==> src/rtl/cpu_pkg.sv <==
// Shared CPU definitions: opcodes, widths, instruction field positions and
// the fetch FSM state encoding.
package cpu_pkg;

  localparam int PC_W    = 16;
  localparam int INSTR_W = 32;

  // Opcodes
  localparam logic [3:0] OP_ADD   = 4'd0;
  localparam logic [3:0] OP_SUB   = 4'd1;
  localparam logic [3:0] OP_ADDI  = 4'd2;
  localparam logic [3:0] OP_LOAD  = 4'd3;
  localparam logic [3:0] OP_STORE = 4'd4;
  localparam logic [3:0] OP_BEQ   = 4'd5;
  localparam logic [3:0] OP_HALT  = 4'd6;
  localparam logic [3:0] OP_JAL   = 4'd7;

  // Instruction fields: {opcode, rd, rs1, rs2, imm}
  localparam int OPC_MSB = 31;
  localparam int OPC_LSB = 28;
  localparam int RD_MSB  = 27;
  localparam int RD_LSB  = 24;
  localparam int RS1_MSB = 23;
  localparam int RS1_LSB = 20;
  localparam int RS2_MSB = 19;
  localparam int RS2_LSB = 16;
  localparam int IMM_MSB = 15;
  localparam int IMM_LSB = 0;

  typedef enum logic [1:0] {
    REQ    = 2'd0,
    WAIT   = 2'd1,
    HOLD   = 2'd2,
    HALTED = 2'd3
  } fetch_state_t;

endpackage

==> src/rtl/fetch_perf_counters.sv <==
// Fetch performance counters, only instantiated when FETCH_PERF_EN is defined.
// Both counters wrap at 2^32.
module fetch_perf_counters (
  input  logic        clk,
  input  logic        rst,
  input  logic        fetch_pulse,
  input  logic        stall_pulse,
  output logic [31:0] perf_fetched,
  output logic [31:0] perf_stall
);

  // Count delivered instructions and decode back-pressure cycles
  always_ff @(posedge clk or posedge rst) begin
    if (rst) begin
      perf_fetched <= '0;
      perf_stall   <= '0;
    end else begin
      if (fetch_pulse) perf_fetched <= perf_fetched + 32'd1;
      if (stall_pulse) perf_stall   <= perf_stall + 32'd1;
    end
  end

endmodule

==> src/rtl/fetch_unit.sv <==
// Instruction fetch stage: owns the PC, issues one imem read per instruction
// (single outstanding request), hands the word to decode via valid/ready,
// follows redirects from execute and stops for good on HALT.
// Optional FETCH_PERF_EN adds perf_fetched / perf_stall counter outputs.
module fetch_unit
  import cpu_pkg::*;
#(
  parameter int              PC_W        = cpu_pkg::PC_W,
  parameter int              INSTR_W     = cpu_pkg::INSTR_W,
  parameter logic [PC_W-1:0] RESET_PC    = '0,
  parameter logic [3:0]      HALT_OPCODE = 4'b0110
) (
  input  logic               clk,
  input  logic               rst,
  output logic               imem_req,
  output logic [PC_W-1:0]    imem_addr,
  input  logic [INSTR_W-1:0] imem_rdata,
  input  logic               imem_rvalid,
  output logic [INSTR_W-1:0] instr,
  output logic [PC_W-1:0]    instr_pc,
  output logic               instr_valid,
  input  logic               instr_ready,
  input  logic               redirect_valid,
  input  logic [PC_W-1:0]    redirect_pc,
  input  logic               halt_in,
  output logic               halted
`ifdef FETCH_PERF_EN
  ,
  output logic [31:0]        perf_fetched,
  output logic [31:0]        perf_stall
`endif
);

  fetch_state_t    state;
  logic [PC_W-1:0] pc;
  logic            drop;   // response of the in-flight request is stale

  // Fetch FSM. Priority: halt_in > redirect > normal flow. In HALTED
  // every input except rst is ignored.
  always_ff @(posedge clk or posedge rst) begin
    if (rst) begin
      state       <= REQ;
      pc          <= RESET_PC;
      drop        <= 1'b0;
      imem_req    <= 1'b0;
      imem_addr   <= '0;
      instr       <= '0;
      instr_pc    <= '0;
      instr_valid <= 1'b0;
      halted      <= 1'b0;
    end else begin
      imem_req <= 1'b0;
      if (state != HALTED) begin
        if (halt_in) begin
          state       <= HALTED;
          halted      <= 1'b1;
          instr_valid <= 1'b0;
        end else if (redirect_valid) begin
          pc <= redirect_pc;
          case (state)
            // The request going out now is for the old pc; mark it stale.
            REQ: begin
              imem_req  <= 1'b1;
              imem_addr <= pc;
              drop      <= 1'b1;
              state     <= WAIT;
            end
            WAIT: begin
              if (imem_rvalid) begin
                drop  <= 1'b0;
                state <= REQ;
              end else begin
                drop  <= 1'b1;
              end
            end
            HOLD: begin
              instr_valid <= 1'b0;
              state       <= REQ;
            end
            default: ;
          endcase
        end else begin
          case (state)
            REQ: begin
              imem_req  <= 1'b1;
              imem_addr <= pc;
              state     <= WAIT;
            end
            WAIT: begin
              if (imem_rvalid) begin
                if (drop) begin
                  drop  <= 1'b0;
                  state <= REQ;
                end else begin
                  instr       <= imem_rdata;
                  instr_pc    <= pc;
                  instr_valid <= 1'b1;
                  pc          <= pc + PC_W'(1);
                  state       <= HOLD;
                end
              end
            end
            HOLD: begin
              if (instr_ready) begin
                instr_valid <= 1'b0;
                if (instr[OPC_MSB:OPC_LSB] == HALT_OPCODE) begin
                  state  <= HALTED;
                  halted <= 1'b1;
                end else begin
                  state  <= REQ;
                end
              end
            end
            default: ;
          endcase
        end
      end
    end
  end

`ifdef FETCH_PERF_EN
  logic fetch_pulse;
  logic stall_pulse;

  // A handshake flushed by redirect or halt in the same cycle is not a delivery
  assign fetch_pulse = (state == HOLD) && instr_valid && instr_ready &&
                       !redirect_valid && !halt_in;
  assign stall_pulse = (state == HOLD) && !instr_ready;

  fetch_perf_counters u_perf (
    .clk          (clk),
    .rst          (rst),
    .fetch_pulse  (fetch_pulse),
    .stall_pulse  (stall_pulse),
    .perf_fetched (perf_fetched),
    .perf_stall   (perf_stall)
  );
`endif

endmodule
==> config.mk <==
export PLATFORM = sky130hd
export DESIGN_NAME = fetch_unit
export DESIGN_NICKNAME = d
export VERILOG_FILES = /design/src/rtl/cpu_pkg.sv /design/src/rtl/fetch_perf_counters.sv /design/src/rtl/fetch_unit.sv
export SDC_FILE = /design/constraint.sdc
export NUM_CORES = 1
export LEC_CHECK = 0
export CAP_MARGIN = 20
export CORE_MARGIN = 5
export CORE_UTILIZATION = 54
export CTS_CLUSTER_SIZE = 40
export DETAILED_ROUTE_END_ITERATION = 10
export DONT_BUFFER_PORTS = 1
export GPL_TIMING_DRIVEN = 0
export PLACE_DENSITY = 0.7
export SLEW_MARGIN = 20
export SYNTH_ARGS = -nofsm -noshare
export SYNTH_HDL_FRONTEND = slang
export SYNTH_SLANG_ARGS = --single-unit
==> constraint.sdc <==
create_clock -name clk -period 2.45 [get_ports clk]
set_input_delay 0.245 -clock clk [delete_from_list [all_inputs] [get_ports clk]]
set_output_delay 0.245 -clock clk [all_outputs]
set_load 0.005 [all_outputs]
==> impl_results.md, run 1 <==
* Outcome: complete, no violations
* Worst EP required at 2.69 ns
* Post-synthesis adder-cell area fraction at 0.0192
* CTS tree: built
* Setup TNS at 0 ns
* Ports at roughly 120
* Chip height at 95.0 microns
* Fin. max-slew vios at 0
* Most frequent cells after synthesis: dfrtp_1, mux2_2, nor2_1, nand2_1, o21ai_0
* Synthesized area at 0.00390 sq mm
* Synth Area in XOR/XNOR at 0
* Post-synth top flop: dfrtp_1
* CORE AREA at 0.00714 sq mm
* Area delta synth->final at 11.0%
* Clk slew on worst S/H paths at 0.09 ns
* Leakage at 1.97 nW
* Post-synth EDFFs at 0
* All-Layer GR Usage at 0.201
* Worst setup path endpoint: instr_pc[3]
* Initial Utilization at 0.547
* Top-area cell type share of the netlist area at 0.551
* Setup crit end kind: register
* Antenna viol nets, final at 0
* Vias in the first global route at 2611
* Compound-Gate Fraction of Synth Area at 0.0978
* Crit path time final at 2.25 ns
* Input/output buffers at 0
* Placed cell area at between 0.004 and 0.005 sq mm
* GPL Wtd Cong at 0.894
* Layout net count at approximately 400
* Clock skew at 0.0105 ns
* Post-CTS Hold Fix Bufs at 2
* Crit path from: state[1]
* HP Class: in -> reg
* Die Wd at 95.0 microns
* Post-CTS Setup Bufs at 0
* Setup Viol. Count Final at 0
* First-pass GRT wire length at 13.8 mm
* CTS Buf Count at 9
* Final wirelength at 8.73 mm
* Worst EP arrival at around 2.5 ns
* FF-to-FF End: instr_pc[3]
* CP Max Fanout at 10
* Final Hold Fails at 0
* Core Rows at 31
* Power per cell area at 1000 mW/mm^2
* GRT overflow at 0
* Total number of vias at between 2000 and 3000
* # clock sinks at 86
* Syn. warnings at 0
* Antenna diodes at 0
* Post-synthesis sequential area ratio at 0.551
* Synth Area in Simple Gates at 0.101
* Post-CTS Resized at 0
* Avg Inst Size Synth at 12.4 sq um
* Final period utilization at 0.919
* Crit path kind: reg -> reg
* Remaining DRCs at 0
* Max VDD drop at between 400 and 500 uV
* Post-synthesis mux area share at 0.197
* Max Root-Sink Buffers at 2
* Seq cells post-synth at 86
* Layout cell share with drive strength beyond 1 at 0.301
* Syn Inst Count at ~320
* Top-count cell post-synth: dfrtp_1
* Largest family of logic cells by synthesized area: multiplexers
* FMAX at 0.444 GHz
* Drt initial violations at between 100 and 150
* Asr flop ratio synth at 1.00
* Largest net degree at the start of global routing at 25
* Root buffer cell: clkbuf_8
* Vias per cell at 5.88
* Cell taking the most area after synthesis: dfrtp_1
* Max cap viols at 0
* Reg2reg path depth at 8
* Fin area at approximately 0.0043 sq mm
* Clock latency at the later pin of the worst-skew pair at 0.36 ns
* RSZ-0062 raised after global routing: no
* Die Area at 0.00903 sq mm
* Drt wl/cell at 20.1 microns
* Reg2Reg Setup Slack at about 0.2 ns
* H-Tree Depth at 3
* Post-synth net total at 375
* Top cells by area, synth: dfrtp_1, mux2_2, nor2_1
* Initial antenna violation count at 0
* Drt first pass iters at 4
* Worst Max-Slew Pin Slew at 0.595 ns
* Worst relative slew slack at 0.604
* Dpl hpwl at roughly 6.4 mm
* R2R Path Start: state[1]
* Critical Path Source Type: register
* Netlist cell types at 54
cell families after synthesis:
family	count (synthesis)
AOI/OAI and AO/OA	56
buffers and inverters	25
and+or+nand+nor	73
muxes	69
adders and majority gates	6
DFF	86
cells in the final DEF, fill, tap and decap left out, types with 5 or more instances in the layout:
cell type / synthesis / routed
a211oi_1: 6 / 6
a21oi_1: 10 / 10
buf_2: 10 / 10
clkbuf_1: 5 / 5
clkbuf_8: 0 / 9
dfrtp_1: 86 / 86
ha_1: 6 / 6
inv_1: 6 / 5
mux2_2: 63 / 63
mux2i_1: 5 / 5
nand2_1: 12 / 12
nand3_1: 8 / 8
nor2_1: 25 / 25
o21ai_0: 12 / 12
power breakdown:
group | switching [W] | internal [W]
Clock | 0.000526 | 0.000475
Combinational | 0.000425 | 0.000511
Sequential | 0.000482 | 0.00192
per-layer routing:
metal	wire length [microns]	part of all wire	GRT usage
met1	3510	0.40	0.262
met2	4530	0.52	0.319
met3	550	0.063	0.0592
met4	136	0.016	0.0733
met5	0	0	0
area by class of cell:
cell class / instances / area, sq um
fill: 606 / 2810
sequential: 86 / 2150
multi-input combinational: 204 / 1620
clock buffer: 9 / 124
tap: 99 / 124
timing repair buffer: 5 / 103
buffer: 18 / 103
clock inverter: 7 / 73.8
inverter: 7 / 30.0
per-stage QoR:
step | setup WS, ns | std cells | utilization | power [W] | hold WS, ns
floorplan | 0.490 | 315 | - | 0.00306 | 0.349
global placement | 0.249 | 414 | 0.565 | 0.00329 | 0.351
detailed placement | 0.191 | 417 | 0.576 | 0.00338 | 0.198
CTS | 0.172 | 435 | 0.607 | 0.00438 | 0.0119
global route | 0.0731 | 435 | 0.607 | 0.00461 | 0.00427
finish | 0.198 | 435 | 0.607 | 0.00434 | 0.0258
worst max-delay path, stage by stage, from the launching register on:
cell,delay (ns)
dfrtp_1,0.43
inv_1,0.09
ha_1,0.14
buf_2,0.19
and3b_1,0.35
and2_1,0.23
buf_6,0.18
buf_6,0.17
mux2_2,0.34
state kept, by name, indices dropped and copies added, names as in the netlist:
name	cells
instr_pc	16
state	2
halted	1
instr	32
pc	16
imem_addr	16
imem_req	1
instr_valid	1
drop	1
worst min path at each step:
stage	startpoint	end	slack, ns	depth (start not counted)
floorplan	imem_rvalid	drop	0.35	1
global route	imem_rdata[8]	instr[8]	0.004	1
CTS	imem_rdata[20]	instr[20]	0.01	1
finish	imem_rdata[5]	instr[5]	0.03	1
detailed placement	rst	imem_addr[11]	0.20	1
global placement	imem_rvalid	drop	0.35	1
(Power assumes the default switching activity.)
==> run 2: changes to the inputs <==
--- a/config.mk
+++ b/config.mk
@@ -12,7 +12,7 @@
 export DETAILED_ROUTE_END_ITERATION = 10
 export DONT_BUFFER_PORTS = 1
 export GPL_TIMING_DRIVEN = 0
-export PLACE_DENSITY = 0.7
+export PLACE_DENSITY = 0.84
 export SLEW_MARGIN = 20
 export SYNTH_ARGS = -nofsm -noshare
 export SYNTH_HDL_FRONTEND = slang
==> impl_results.md, run 2 (synthesis gave the netlist of run 1 again) <==
* Outcome: complete, no violations
* Worst relative slew slack at 0.596 (-0.00722)
* Setup crit end kind: register
* Post-CTS Hold Fix Bufs at 2 (unchanged)
* Comb pwr share at 0.218 (+0.002)
* # clock sinks at 86 (unchanged)
* Die Area at 0.00903 sq mm (unchanged)
* Total number of vias at 2610 (+2.0%)
* Crit path from: state[1]
* Clock skew at 0.0106 ns (+0.0000519 ns)
* Root buffer cell: clkbuf_8
* Internal power at 0.00291 W (+0.34%)
* Max cap viols at 0 (unchanged)
* GRT overflow at 0 (unchanged)
* Reg2reg path depth at 8 (unchanged)
* GPL Wtd Cong at 0.860 (-3.9%)
* Power per cell area at 1000 mW/mm^2 (+0.36%)
* Worst EP required at 2.68 ns (about the same)
* Most frequent cells in the layout: dfrtp_1, mux2_2, nor2_1, o21ai_0, nand2_1
* Antenna diodes at 0 (unchanged)
* Final Hold Fails at 0 (unchanged)
* Antenna viol nets, final at 0 (unchanged)
* Core Rows at 31 (unchanged)
* Remaining DRCs at 0 (unchanged)
* Fin area at 0.00428 sq mm (-1.2%)
* Multi-input gate area in the final layout at 0.00162 sq mm (unchanged)
* Leakage at 1.94 nW (-1.2%)
* Register area at 0.00215 sq mm (unchanged)
* Crit path kind: reg -> reg
* Final period utilization at 0.909 (-0.0102)
* RSZ-0062 raised after global routing: no
* H-Tree Depth at 3 (unchanged)
* Worst setup path endpoint: instr_pc[1]
* Layout cell share with drive strength beyond 1 at 0.293 (-0.00718)
* Clock share of power at 0.222 (-0.009)
* CORE AREA at 0.00714 sq mm (unchanged)
* Drt first pass iters at 4 (unchanged)
* FMAX at 0.449 GHz (+1.1%)
* Die Wd at 95.0 microns (unchanged)
* Fin. max-slew vios at 0 (unchanged)
* Setup TNS at 0 ns (unchanged)
* Worst EP arrival at 2.46 ns (-0.03 ns)
* CTS Buf Count at 9 (unchanged)
* Drt wl/cell at 19.7 microns (-1.7%)
* Switching pwr at 0.00139 W (-3.2%)
* Crit path time final at 2.23 ns (-0.0250 ns)
* Worst Max-Slew Pin Slew at 0.604 ns (+0.00956 ns)
* Largest net degree at the start of global routing at 35 (+40%)
* First-pass GRT wire length at 13.5 mm (-2.3%)
* Layout net count at 390 (-0.26%)
* Commonest non-fill, non-tap cell in the layout: dfrtp_1
* Reg2Reg Setup Slack at 0.22 ns (+0.02 ns)
* Initial Utilization at 0.547 (unchanged)
* Input/output buffers at 0 (unchanged)
* Critical Path Source Type: register
* Fill count at 605 (-0.17%)
* Post-CTS Resized at 0 (unchanged)
* Drt initial violations at 106 (+1.9%)
* All-Layer GR Usage at 0.196 (-0.00516)
* Hold WS at 0.0445 ns (+0.0187 ns)
* Clock latency at the later pin of the worst-skew pair at 0.35 ns (about the same)
* Clk slew on worst S/H paths at 0.08 ns (about the same)
* Chip height at 95.0 microns (unchanged)
* Max Root-Sink Buffers at 2 (unchanged)
* Largest register FFs at 32 (unchanged)
* Layout Utilization at 0.600 (-0.00719)
* Final wirelength at 8.54 mm (-2.2%)
* Ports at 121 (unchanged)
* Vias per cell at 6.03 (+2.5%)
* FF-to-FF End: instr_pc[1]
* Placed cell area at 0.00407 sq mm (-1.0%)
* Largest Register: instr
* Post-CTS Setup Bufs at 0 (unchanged)
* Sw Ratio at 0.323 (-0.00789)
* CP Max Fanout at 10 (unchanged)
* Dpl hpwl at 6.39 mm (+0.23%)
* HP Class: in -> reg
* Seq pwr share at 0.560 (+0.006)
* Setup Viol. Count Final at 0 (unchanged)
* Vias in the first global route at 2676 (+2.5%)
* Max VDD drop at 429 uV (-1.2%)
* R2R Path Start: state[1]
* Initial antenna violation count at 0 (unchanged)
* Hold Path Depth at 1 (unchanged)
* Area delta synth->final at 9.65%
* CTS tree: built
run 2: changes by cell type in the layout (fill, tap and decap cells not counted):
cell,previous run,this run
clkbuf_1,5,6
clkinv_4,2,0
clkbuf_8,9,10
buf_12,0,2
inv_6,1,0
buf_16,3,0
run 2: metrics by stage:
step	worst slack, ns	cells	total power (W)
after floorplan	0.490	315	0.00306
after global placement	0.268	414	0.00328
after detailed placement	0.226	416	0.00338
after CTS	0.215	433	0.00434
after global routing	0.0566	433	0.00458
final	0.223	433	0.00430
run 2: final cells by class:
class                   instances  share of cell area
well taps                      99              0.0289
multi-input cells             204               0.379
plain buffers                  18              0.0240
clock buffers                  11              0.0330
inverters                       7             0.00702
flip-flops and latches         86               0.503
clock inverters                 4              0.0111
repair buffers                  4              0.0140
run 2: how the worst min path moves through the flow:
stage / start / endpoint / slack, ns
final: imem_rdata[26] / instr[26] / 0.04
after global placement: imem_rvalid / drop / 0.35
after detailed placement: rst / instr[14] / 0.21
after CTS: imem_rdata[26] / instr[26] / 0.03
after floorplan: imem_rvalid / drop / 0.35
after global routing: imem_rdata[26] / instr[26] / 0.03
run 2: worst max-delay path: stages (launching register included):
cell	delay, ns
dfrtp_1	0.43
inv_1	0.09
ha_1	0.13
buf_2	0.19
and3b_1	0.35
and2_1	0.24
buf_6	0.17
buf_6	0.17
mux2_2	0.35
run 2: power groups by stage:
| stage | logic (W) | clock network (W) | registers, W |
|---|---|---|---|
| 5_1_grt | 0.00106 | 0.00104 | 0.00248 |
| 3_5_place_dp | 0.000933 | 0 | 0.00245 |
| 4_1_cts | 0.000942 | 0.000980 | 0.00242 |
| 3_3_place_gp | 0.000865 | 0 | 0.00242 |
| 6_report | 0.000936 | 0.000956 | 0.00241 |
| 2_1_floorplan | 0.000778 | 0 | 0.00228 |
run 2: routing by layer:
layer,routed length (microns),track usage,vias to the layer above
met4,116,0.0757,0
li1,-,-,1174
met2,4630,0.341,107
met3,658,0.0513,11
met1,3140,0.232,1318
met5,0,0,-
==> run 3: changes to the inputs <==
--- a/config.mk
+++ b/config.mk
@@ -6,7 +6,7 @@
 export NUM_CORES = 1
 export LEC_CHECK = 0
 export CAP_MARGIN = 20
-export CORE_MARGIN = 5
+export CORE_MARGIN = 4
 export CORE_UTILIZATION = 54
 export CTS_CLUSTER_SIZE = 40
 export DETAILED_ROUTE_END_ITERATION = 10
==> impl_results.md, run 3 (synthesis gave the netlist of run 1 again) <==
* Drt first pass iters at 4 (unchanged)
* FF-to-FF End: instr_pc[2]
* Input/output buffers at 0 (unchanged)
* Final Hold Fails at 0 (unchanged)
* Worst EP arrival at 2.47 ns (about the same)
* Most frequent cells in the layout: dfrtp_1, mux2_2, nor2_1, o21ai_0, nand2_1
* CP Max Fanout at 10 (unchanged)
* Core Rows at 30 (-3.2%)
* Largest Register: instr
* Clk slew on worst S/H paths at 0.09 ns (about the same)
* Chip height at 93.0 microns (-2.1%)
* DP Cell Count at 413 (-0.72%)
* Antenna diodes at 0 (unchanged)
* Fin. max-slew vios at 0 (unchanged)
* Largest register FFs at 32 (unchanged)
* Drt initial violations at 159 (+50%)
* Setup crit end kind: register
* GRT overflow at 0 (unchanged)
* H-Tree Depth at 3 (unchanged)
* Hold path endpoint: instr[14]
* CTS tree: built
* Layout net count at 390 (unchanged)
* Post-CTS Resized at 0 (unchanged)
* Clock skew at 0.0117 ns (+0.00119 ns)
* Worst EP required at 2.68 ns (about the same)
* Internal power at 0.00305 W (+4.8%)
* Max cap viols at 0 (unchanged)
* Leakage at 1.96 nW (+1.0%)
* Final period utilization at 0.911 (+0.00258)
* Sw Ratio at 0.320 (-0.00263)
* Crit path kind: reg -> reg
* Worst relative slew slack at 0.551 (-0.0453)
* Area delta synth->final at 10.7%
* Switching pwr at 0.00144 W (+3.5%)
* First-pass GRT wire length at 14.5 mm (+7.7%)
* Hold Path Depth at 1 (unchanged)
* HP Class: in -> reg
* Fin cells at 431 (-0.46%)
* CORE AREA at 0.00691 sq mm (-3.2%)
* Layout cell share with drive strength beyond 1 at 0.299 (+0.00509)
* Setup Viol. Count Final at 0 (unchanged)
* Max Root-Sink Buffers at 2 (unchanged)
* Reg2Reg Setup Slack at 0.22 ns (about the same)
* Post-CTS Hold Fix Bufs at 2 (unchanged)
* Die Wd at 93.0 microns (-2.1%)
* Largest net degree at the start of global routing at 33 (-5.7%)
* FMAX at 0.448 GHz (-0.28%)
* Antenna viol nets, final at 0 (unchanged)
* Fill count at 563 (-6.9%)
* Total number of vias at 2649 (+1.5%)
* Root buffer cell: clkbuf_8
* Worst hold start: imem_rdata[14]
* Critical Path Source Type: register
* Outcome: complete, no violations
* Remaining DRCs at 0 (unchanged)
* RSZ-0062 raised after global routing: no
* Comb pwr share at 0.212 (-0.006)
* Clock latency at the later pin of the worst-skew pair at 0.35 ns (about the same)
* Vias per cell at 6.15 (+2.0%)
* Worst Max-Slew Pin Slew at 0.672 ns (+0.0679 ns)
* Post-CTS Setup Bufs at 0 (unchanged)
* Setup TNS at 0 ns (unchanged)
* Crit path time final at 2.23 ns (+0.00633 ns)
* Initial Utilization at 0.565 (+0.0182)
* All-Layer GR Usage at 0.214 (+0.0182)
* Drt wl/cell at 20.7 microns (+4.9%)
* CTS Buf Count at 9 (unchanged)
* Ports at 121 (unchanged)
* Final wirelength at 8.91 mm (+4.4%)
* Reg2reg path depth at 8 (unchanged)
* Vias in the first global route at 2818 (+5.3%)
* R2R Path Start: state[1]
* Dpl hpwl at 6.68 mm (+4.6%)
* # clock sinks at 86 (unchanged)
* GPL Wtd Cong at 0.902 (+4.9%)
* Pwr Total at 0.00449 W (+4.4%)
* Clock share of power at 0.250 (+0.028)
* Seq pwr share at 0.538 (-0.022)
* Power per cell area at 1040 mW/mm^2 (+3.4%)
* Die Area at 0.00865 sq mm (-4.2%)
* Initial antenna violation count at 0 (unchanged)
* Commonest non-fill, non-tap cell in the layout: dfrtp_1
* Max VDD drop at 472 uV (+10%)
[run 3: cell count changes in the layout (fill, tap and decap cells not counted)]
| cell | before | now |
|---|---|---|
| clkinv_2 | 2 | 1 |
| bufinv_16 | 1 | 2 |
| clkbuf_8 | 10 | 11 |
| clkinv_4 | 0 | 1 |
| clkbuf_1 | 6 | 5 |
[run 3: how the worst max path moves through the flow]
stage	slack [ns]	cells past startpoint	to	from
floorplan	0.49	8	instr_pc[0]	state[1]
global placement	0.27	8	instr_pc[2]	state[1]
detailed placement	0.21	8	instr_pc[2]	state[1]
CTS	0.20	8	instr_pc[2]	state[1]
global route	0.06	8	instr_pc[12]	state[1]
finish	0.22	8	instr_pc[2]	state[1]
[run 3: through the flow]
| stage | hold slack (ns) | cell area [sq um] | util | setup WS, ns |
|---|---|---|---|---|
| after floorplan | 0.349 | 3910 | - | 0.490 |
| after global placement | 0.352 | 4030 | 0.583 | 0.273 |
| after detailed placement | 0.240 | 4070 | 0.589 | 0.214 |
| after CTS | 0.0362 | 4320 | 0.625 | 0.203 |
| after global routing | 0.0266 | 4320 | 0.625 | 0.0591 |
| final | 0.0409 | 4320 | 0.625 | 0.217 |
[run 3: cell type report]
type                    count  area [sq um]  area share
repair buffers              4          60.1      0.0139
multi-input cells         204          1620       0.375
inverters                   7          30.0     0.00695
plain buffers              18           103      0.0238
clock inverters             5          81.3      0.0188
well taps                  96           120      0.0278
clock buffers              11           151      0.0351
flip-flops and latches     86          2150       0.498
[run 3: worst max-delay path: stages, from the launching register on]
cell and delay, ns:
dfrtp_1 0.43, inv_1 0.10, ha_1 0.13, buf_2 0.19, and3b_1 0.33, and2_1 0.24
buf_6 0.18, buf_6 0.17, mux2_2 0.35
[run 3: power groups by stage]
| stage | sequential, W | combinational (W) | clock (W) |
|---|---|---|---|
| 3_3_place_gp | 0.00242 | 0.000865 | 0 |
| 4_1_cts | 0.00243 | 0.000954 | 0.00114 |
| 3_5_place_dp | 0.00245 | 0.000949 | 0 |
| 6_report | 0.00242 | 0.000949 | 0.00112 |
| 5_1_grt | 0.00249 | 0.00108 | 0.00120 |
| 2_1_floorplan | 0.00228 | 0.000778 | 0 |
[run 3: routing by layer]
metal	global-route usage	wire, microns	vias up	part of all wire
met5	0	0	-	0
met2	0.370	4740	104	0.53
li1	-	-	1173	-
met1	0.255	3410	1345	0.38
met3	0.0402	481	27	0.054
met4	0.107	282	0	0.032
